$ cat config.mk
export PLATFORM = sky130hd
export DESIGN_NAME = fetch_stage
export DESIGN_NICKNAME = d
export VERILOG_FILES = /design/src/rtl/fetch_stage_pkg.sv /design/src/rtl/fetch_skid_buffer.sv /design/src/rtl/fetch_stage.sv
export SDC_FILE = /design/constraint.sdc
export NUM_CORES = 1
export LEC_CHECK = 0
export BUFFER_PORTS_ARGS = -buffer_cell sky130_fd_sc_hd__clkbuf_2
export CAP_MARGIN = 20
export CORE_MARGIN = 2
export CORE_UTILIZATION = 58
export DETAILED_ROUTE_END_ITERATION = 16
export HOLD_SLACK_MARGIN = 0.15
export PLACE_DENSITY = 0.92
export SYNTH_ARGS = -nofsm -noshare
export SYNTH_HDL_FRONTEND = slang
export SYNTH_SLANG_ARGS = --single-unit
$ cat constraint.sdc
create_clock -name fs_clk -period 6 [get_ports fs_clk]
set_input_delay 1.2 -clock fs_clk [delete_from_list [all_inputs] [get_ports fs_clk]]
set_output_delay 1.2 -clock fs_clk [all_outputs]
set_load 0.02 [all_outputs]
$ cat src/rtl/fetch_stage_pkg.sv
// ----------------------------------------------------------------------------
// fetch_stage_pkg
// Shared header for the front-end pipeline: datapath widths used across the
// ALU / decoder / exception logic, and the fetch-stage FSM encoding, default
// PC step and canonical NOP word.
// No ports (package).
// ----------------------------------------------------------------------------
package fetch_stage_pkg;

    // Datapath widths shared with downstream stages.
    localparam int unsigned XLEN          = 32;
    localparam int unsigned ILEN          = 32;
    localparam int unsigned OPCODE_WIDTH  = 7;
    localparam int unsigned ALU_OP_WIDTH  = 4;
    localparam int unsigned EXC_CODE_WIDTH = 4;

    // Fetch-stage constants.
    localparam int unsigned FS_PC_STEP     = 4;
    localparam logic [31:0] FS_NOP         = 32'h0000_0013;
    localparam int unsigned FS_STATE_WIDTH = 2;

    typedef enum logic [FS_STATE_WIDTH-1:0] {
        FS_IDLE  = 2'd0,
        FS_ISSUE = 2'd1,
        FS_WAIT  = 2'd2
    } fs_state_e;

endpackage

$ cat src/rtl/fetch_skid_buffer.sv
// ----------------------------------------------------------------------------
// fetch_skid_buffer
// One-entry {instr, pc} holding register that parks a fetched word while the
// output register is stalled.
// Ports:
//   clk, rst_n        clock / asynchronous active-low reset
//   push              load push_instr/push_pc, entry becomes valid
//   pop               release the entry (push in the same cycle replaces it)
//   clear             drop the entry; overrides push and pop
//   push_instr/pc     data to park
//   valid             entry holds data
//   instr/pc          parked data
// ----------------------------------------------------------------------------
module fetch_skid_buffer
    import fetch_stage_pkg::*;
#(
    parameter int unsigned PC_WIDTH = 32,
    parameter int unsigned IWIDTH   = 32
) (
    input  logic                clk,
    input  logic                rst_n,
    input  logic                push,
    input  logic                pop,
    input  logic                clear,
    input  logic [IWIDTH-1:0]   push_instr,
    input  logic [PC_WIDTH-1:0] push_pc,
    output logic                valid,
    output logic [IWIDTH-1:0]   instr,
    output logic [PC_WIDTH-1:0] pc
);

    logic                valid_q, valid_d;
    logic [IWIDTH-1:0]   instr_q, instr_d;
    logic [PC_WIDTH-1:0] pc_q, pc_d;

    always_comb begin
        valid_d = valid_q;
        instr_d = instr_q;
        pc_d    = pc_q;
        if (clear) begin
            valid_d = 1'b0;
        end else if (push) begin
            valid_d = 1'b1;
            instr_d = push_instr;
            pc_d    = push_pc;
        end else if (pop) begin
            valid_d = 1'b0;
        end
    end

    always_ff @(posedge clk or negedge rst_n) begin
        if (!rst_n) begin
            valid_q <= 1'b0;
            instr_q <= '0;
            pc_q    <= '0;
        end else begin
            valid_q <= valid_d;
            instr_q <= instr_d;
            pc_q    <= pc_d;
        end
    end

    assign valid = valid_q;
    assign instr = instr_q;
    assign pc    = pc_q;

endmodule

$ cat src/rtl/fetch_stage.sv
// ----------------------------------------------------------------------------
// fetch_stage
// First pipeline stage. Owns the PC, fetches one instruction at a time from
// instruction memory and presents {instr, pc} with a valid strobe to the
// decoder. A one-entry skid buffer absorbs a downstream stall; flush/redirect
// kills the presented word, the parked word and any in-flight fetch.
// Ports:
//   fs_clk, fs_rst      clock / asynchronous active-low reset
//   fs_o_imem_req       1-cycle request pulse, fs_o_imem_addr valid same cycle
//   fs_o_imem_addr      fetch address (the PC register)
//   fs_i_imem_ack       response strobe, fs_i_imem_instr valid with it
//   fs_i_imem_instr     instruction word from memory
//   fs_o_instr/fs_o_pc  instruction and its PC to the decoder
//   fs_o_ce             fs_o_instr/fs_o_pc valid
//   fs_i_stall          downstream stall: hold outputs
//   fs_i_flush          redirect to fs_i_new_pc, kill fetched/in-flight words
//   fs_i_new_pc         redirect target
// ----------------------------------------------------------------------------
module fetch_stage
    import fetch_stage_pkg::*;
#(
    parameter int unsigned          PC_WIDTH = 32,
    parameter int unsigned          IWIDTH   = 32,
    parameter logic [PC_WIDTH-1:0]  PC_RESET = '0,
    parameter int unsigned          PC_STEP  = FS_PC_STEP
) (
    input  logic                fs_clk,
    input  logic                fs_rst,
    output logic                fs_o_imem_req,
    output logic [PC_WIDTH-1:0] fs_o_imem_addr,
    input  logic                fs_i_imem_ack,
    input  logic [IWIDTH-1:0]   fs_i_imem_instr,
    output logic [IWIDTH-1:0]   fs_o_instr,
    output logic [PC_WIDTH-1:0] fs_o_pc,
    output logic                fs_o_ce,
    input  logic                fs_i_stall,
    input  logic                fs_i_flush,
    input  logic [PC_WIDTH-1:0] fs_i_new_pc
);

    localparam logic [PC_WIDTH-1:0] PcStep = PC_WIDTH'(PC_STEP);

    fs_state_e           state_q, state_d;
    logic [PC_WIDTH-1:0] pc_q, pc_d;
    logic                discard_q, discard_d;
    logic [IWIDTH-1:0]   out_instr_q, out_instr_d;
    logic [PC_WIDTH-1:0] out_pc_q, out_pc_d;
    logic                out_ce_q, out_ce_d;

    logic                req;
    logic                deliver;
    logic                skid_push, skid_pop, skid_clear, skid_valid;
    logic [IWIDTH-1:0]   skid_instr;
    logic [PC_WIDTH-1:0] skid_pc;

    fetch_skid_buffer #(
        .PC_WIDTH (PC_WIDTH),
        .IWIDTH   (IWIDTH)
    ) u_skid (
        .clk        (fs_clk),
        .rst_n      (fs_rst),
        .push       (skid_push),
        .pop        (skid_pop),
        .clear      (skid_clear),
        .push_instr (fs_i_imem_instr),
        .push_pc    (pc_q),
        .valid      (skid_valid),
        .instr      (skid_instr),
        .pc         (skid_pc)
    );

    always_comb begin
        state_d     = state_q;
        pc_d        = pc_q;
        discard_d   = discard_q;
        out_instr_d = out_instr_q;
        out_pc_d    = out_pc_q;
        out_ce_d    = out_ce_q;
        req         = 1'b0;
        deliver     = 1'b0;
        skid_push   = 1'b0;
        skid_pop    = 1'b0;
        skid_clear  = 1'b0;

        unique case (state_q)
            FS_IDLE: begin
                state_d = FS_ISSUE;
            end
            FS_ISSUE: begin
                // A full skid means the next word would have nowhere to go.
                req = !skid_valid && !fs_i_flush;
                if (req) begin
                    state_d = FS_WAIT;
                end
            end
            FS_WAIT: begin
                if (fs_i_imem_ack) begin
                    state_d   = FS_ISSUE;
                    discard_d = 1'b0;
                    deliver   = !discard_q && !fs_i_flush;
                end else if (fs_i_flush) begin
                    // Response still owed by memory; swallow it when it lands.
                    discard_d = 1'b1;
                end
            end
            default: begin
                state_d = FS_IDLE;
            end
        endcase

        if (fs_i_flush) begin
            pc_d       = fs_i_new_pc;
            out_ce_d   = 1'b0;
            skid_clear = 1'b1;
        end else begin
            if (deliver) begin
                pc_d = pc_q + PcStep;
            end
            if (!fs_i_stall) begin
                if (skid_valid) begin
                    // Parked word is older; it goes out first.
                    out_instr_d = skid_instr;
                    out_pc_d    = skid_pc;
                    out_ce_d    = 1'b1;
                    skid_pop    = 1'b1;
                    skid_push   = deliver;
                end else if (deliver) begin
                    out_instr_d = fs_i_imem_instr;
                    out_pc_d    = pc_q;
                    out_ce_d    = 1'b1;
                end else begin
                    out_ce_d = 1'b0;
                end
            end else if (deliver) begin
                if (!out_ce_q) begin
                    out_instr_d = fs_i_imem_instr;
                    out_pc_d    = pc_q;
                    out_ce_d    = 1'b1;
                end else begin
                    skid_push = 1'b1;
                end
            end
        end
    end

    always_ff @(posedge fs_clk or negedge fs_rst) begin
        if (!fs_rst) begin
            state_q     <= FS_IDLE;
            pc_q        <= PC_RESET;
            discard_q   <= 1'b0;
            out_instr_q <= '0;
            out_pc_q    <= '0;
            out_ce_q    <= 1'b0;
        end else begin
            state_q     <= state_d;
            pc_q        <= pc_d;
            discard_q   <= discard_d;
            out_instr_q <= out_instr_d;
            out_pc_q    <= out_pc_d;
            out_ce_q    <= out_ce_d;
        end
    end

    assign fs_o_imem_req  = req;
    assign fs_o_imem_addr = pc_q;
    assign fs_o_instr     = out_instr_q;
    assign fs_o_pc        = out_pc_q;
    assign fs_o_ce        = out_ce_q;

endmodule
Yosys cells after proc, flatten, opt, wreduce, memory -nomap -nowiden

Index checks and enable logic that the tools add are counted.

Bits in registers: 165
Bits in latches: 0
Memory bits (writable): 0
ROM bits: 0
Word-level logic and storage cells: 70
Memories kept: 0

Add/sub/neg operators: 1
Multipliers: 0
Divide/modulo/power cells: 0
Order comparisons: 0
Equality and inequality tests: 7
Shift operators: 0
Multiplexer cells: 37
Bitwise gates (word level): 2
Reduce and logical (&&, ||, !) cells: 14

Operators with widths:

| kind                                                             | number |
|---|---|
| 32-bit two-way mux                                               | 12 |
| 32-bit by 3-bit adder with 32-bit output (second input constant) | 1 |
| 1-bit two-way mux                                                | 22 |
| 2-bit != test (second input constant)                            | 3 |
| 2-bit case mux with 3 select lines                               | 1 |
| 2-bit AND reduction                                              | 3 |
| 2-bit nonzero test                                               | 3 |
| 2-bit two-way mux                                                | 2 |
| 4-bit AND reduction                                              | 1 |
| 1-bit logical NOT                                                | 3 |
| 3-bit by 1-bit != test with 1-bit output (second input constant) | 1 |
| 3-bit nonzero test                                               | 1 |
| 2-bit by 1-bit == test with 1-bit output (second input constant) | 1 |
| 2-bit == test (second input constant)                            | 1 |
| 1-bit logical AND                                                | 2 |
| 2-bit logical NOT                                                | 1 |
| 2-bit by 1-bit != test with 1-bit output (second input constant) | 1 |
| 1-bit inverter                                                   | 2 |

Longest topological paths before layout

Word-level depth: 9
Depth in mapped cells: 8
Gate-level depth less buffers: 6

Hierarchy

From an unflattened synthesis, not the netlist that was laid out.

Cell total of the unflattened synthesis: 588
Area total of the unflattened synthesis: 7946.4 um^2

By module, submodules not included:

| module            | instances | cells an instance | area each (um^2) | sequential area each (um^2) |
|---|---|---|---|---|
| fetch_stage       | 1         | 448               | 5205.0           | 2502.4 |
| fetch_skid_buffer | 1         | 140               | 2741.4           | 1626.6 |

Worst setup path before layout

OpenSTA, ideal clock, no wires.

Path type: input to output
Start point: input port fs_i_flush
End point: output port fs_o_imem_req
Arrival time: 2.052 ns
Data required time: 4.800 ns
Path slack: 2.748 ns
Cell stages on the path: 1
Path buffers: 0
Cell sequence: nor4b_1

Cells in the longest elaborated chain, start to end: 3

RTL lines:

| item              | line              | source |
|---|---|---|
| start, declared   | fetch_stage.sv:37 | `input logic fs_i_flush,` |
| 1-bit logical NOT | fetch_stage.sv:91 | `req = !skid_valid && !fs_i_flush;` |
| 1-bit logical AND | fetch_stage.sv:91 |  |
| 1-bit two-way mux | fetch_stage.sv:85 | `unique case (state_q)` |
| end, declared     | fetch_stage.sv:29 | `output logic fs_o_imem_req,` |

No other way between the ends.

Worst setup path after layout

Same ends and word-level chain as after synthesis.

==> impl_metrics.csv <==
group,metric,value,unit
status,status,"finished, final reports clean",
cts,clock_path_buffers,2,
detailed_routing,dr_total_vias,5426,
final_layout,final_util,72.6,%
logic_synthesis,synth_adder_area_share,0.173,%
logic_synthesis,avgSynthCellArea,11.3,sq um
cts,clock-sinks,165,
sta,period_needed,3.32,ns
global_routing,overflow,0,
sta,setup_viol,0,
cts,cts_tree,"built",
critical_path,crit_path_max_fanout,12,
detailed_routing,post-route-drc-count,0,
floorplan,io_pins,167,
final_layout,area_delta_synth_final,21.4,%
logic_synthesis,synth_nets,709,
logic_synthesis,synth-main-ff-cell,"dfrtp_1",
critical_path,r2r_end,"fs_o_imem_addr[30]",
logic_synthesis,synth_top_family_by_area,"multiplexers",
cts,holdBufCountCts,0,
floorplan,die_area,0.0134,sq mm
sta,clock_skew,0.0107,ns
final_layout,diodes,0,
detailed_routing,drtIter0Drc,363,
logic_synthesis,synth_xor_area_share,3.27,%
final_layout,final_layout_size_suffix_gt1_share,34.1,%
final_layout,nets,863,
critical_path,cp.required,4.80,ns
sta,worst_slack,2.68,ns
sta,setup-tns-final,0,ns
logic_synthesis,synthesis.area,0.00724,sq mm
logic_synthesis,syn_inst,639,
floorplan,die_h,116,um
sta,fmax,302,MHz
cts,cts_resized,0,
detailed_routing,ant_nets,0,
hold_path,hold_start,"fs_o_pc[14]",
critical_path,ff2ff_setup_slack,3.50,ns
placed_design,gp_congestion,0.803,
logic_synthesis,synth-compound-area-share,7.69,%
cts,cts_buffers,17,
power,p_per_area,385,mW/mm^2
power,p_clk_share,31.2,%
logic_synthesis,synth.distinct_cells,37,
logic_synthesis,async_flop_share,100,%
hold_path,hold_path_class,"reg -> reg",
logic_synthesis,yosys.area.top_type,"dfrtp_1",
logic_synthesis,synth_edf_count,0,
sta,finalMaxSlewViolations,0,
final_layout,stdcell_count,974,
final_layout,layout_common_cells,"dfrtp_1, clkbuf_2, nand2_1",
sta,rsz0062_at_grt,"no",
power,internal-power,0.00226,W
sta,worstMarginPinSlew,0.975,ns
critical_path,cp-start-kind,"input port",
critical_path,worstPathCellList,"clkbuf_2, nor4b_1, clkbuf_2",
power,power_frac_seq,44.9,%
floorplan,die_w,116,um
cts,htree_levels,4,
cts,post_cts_buffers,0,
logic_synthesis,synthMuxAreaShare,19.0,%
power,swShare,33.3,%
floorplan,coreArea,0.0121,sq mm
detailed_routing,wl_per_cell,16.7,um
sta,relSlewSlack,35.0,%
critical_path,r2r_start,"fs_o_imem_addr[2]",
logic_synthesis,yosysSeqAreaShare,57.0,%
power,p_total,0.00338,W
global_routing,grt_pass1_wl,26.7,mm
critical_path,crit_type,"in -> out",
global_routing,grt_pass1_vias,5519,
sta,final_hold_viol_count,0,
logic_synthesis,yosysWarningCount,0,
global_routing,antenna_found_initial,0,
floorplan,core.rowCount,40,
critical_path,cp_common_cell,"clkbuf_2",
power,total_switching_power,0.00112,W
placed_design,place_ws,2.68,ns
critical_path,ff2ff_path_depth,6,
critical_path,slowest_delay,0.46,ns
hold_path,whs_path_depth,2,
cts,cts_root_buffer,"clkbuf_16",
logic_synthesis,synth_seq_cells,165,
cts,path_clk_slew,0.06,ns
hold_path,hold_path_end,"fs_o_pc[14]",
critical_path,critPathArrivalTime,2.12,ns
power,ir_drop,0.000306,V
floorplan,start_util,59.8,%
sta,fin_crit_sh,55.3,%
global_routing,grt_max_degree,111,
placed_design,dp_cells,942,
placed_design,dp_hpwl,10.8,mm
cts,insertion_delay,0.42,ns
detailed_routing,wl,16.3,mm
global_routing,grtUsageTotal,25.7,%
power,comb_power_share,23.9,%
critical_path,endpoint_kind,"output pin",
detailed_routing,firstDrtPassIters,4,
logic_synthesis,synthSimpleGateAreaFrac,10.4,%
logic_synthesis,synth_top_area_share,57.0,%
logic_synthesis,synth_area_leaders,"dfrtp_1, mux2_2, mux2i_1, o21ai_0, nand2_1",
placed_design,io_buffers,166,
power,power_leakage,4.19,nW
flow_run,maxCapViolCount,0,
detailed_routing,viasPerCell,5.57,
critical_path,critical-path-slowest-cell,"nor4b_1",
[power by group through the flow]
stage | Combinational, W | Clock (W) | Sequential (W)
floorplan | 0.000229 | 0 | 0.00176
global placement | 0.000788 | 0 | 0.00152
detailed placement | 0.000818 | 0 | 0.00153
CTS | 0.000820 | 0.00107 | 0.00151
global route | 0.000891 | 0.00112 | 0.00154
finish | 0.000809 | 0.00105 | 0.00152
[kinds of logic after synthesis]
kind of cell | count (synthesis)
buffers and inverters | 45
adders and majority gates | 1
xor gates and xnor gates | 27
and+or+nand+nor | 164
muxes | 129
AOI/OAI and AO/OA | 108
DFF | 165
[through the flow]
| stage | hold WS (ns) | cell area, sq um |
|---|---|---|
| after floorplan | 0.477 | 7240 |
| after global placement | 0.460 | 8220 |
| after detailed placement | 0.469 | 8220 |
| after CTS | 0.483 | 8790 |
| after global routing | 0.497 | 8790 |
| final | 0.477 | 8790 |
[area by class of cell]
type	instances	area, sq um
fillers	843	3320
repair buffers	174	897
flip-flops and latches	165	4130
inverters	6	22.5
clock inverters	8	100
multi-input cells	429	2960
well taps	168	210
clock buffers	24	472
[worst max-delay path by stage]
stage,slack (ns),startpoint,to,cells past startpoint
after floorplan,2.75,fs_i_flush,fs_o_imem_req,1
after global placement,2.73,fs_i_flush,fs_o_imem_req,3
after detailed placement,2.68,fs_i_flush,fs_o_imem_req,3
after CTS,2.67,fs_i_flush,fs_o_imem_req,3
after global routing,2.64,fs_i_flush,fs_o_imem_req,3
final,2.68,fs_i_flush,fs_o_imem_req,3
[routing by layer]
metal,vias up,wire length [um],global-route usage [%]
met5,-,0,0
met4,0,230,8.89
met3,20,1030,6.59
met2,183,7960,42.5
met1,2695,7070,33.4
li1,2528,-,-
[cell usage after synthesis, types with 2 or more instances]
cell type,number
a21oi_1,9
a31oi_1,2
and3_1,2
and4_1,2
buf_2,8
clkbuf_1,30
dfrtp_1,165
inv_1,5
mux2_2,68
mux2i_1,61
nand2_1,102
nand3_1,7
nand4_1,13
nor2_1,12
nor2b_1,2
nor3_1,7
nor4_1,5
o21ai_0,92
or3_1,3
or4_1,2
xnor2_1,15
xor2_1,12
[critical path: cells and delay by family]
| kind | cells | cell delay [ns] |
|---|---|---|
| simple gates | 1 | 0.46 |
| buf+inv | 2 | 0.45 |
[sequential cells by signal, summed over array words and instances (netlist names)]
register,cells
state_q,2
fs_o_pc,32
discard_q,1
u_skid.pc,32
u_skid.instr,32
u_skid.valid,1
fs_o_instr,32
fs_o_ce,1
fs_o_imem_addr,32
No activity file was read; power rests on OpenSTA's default activity.
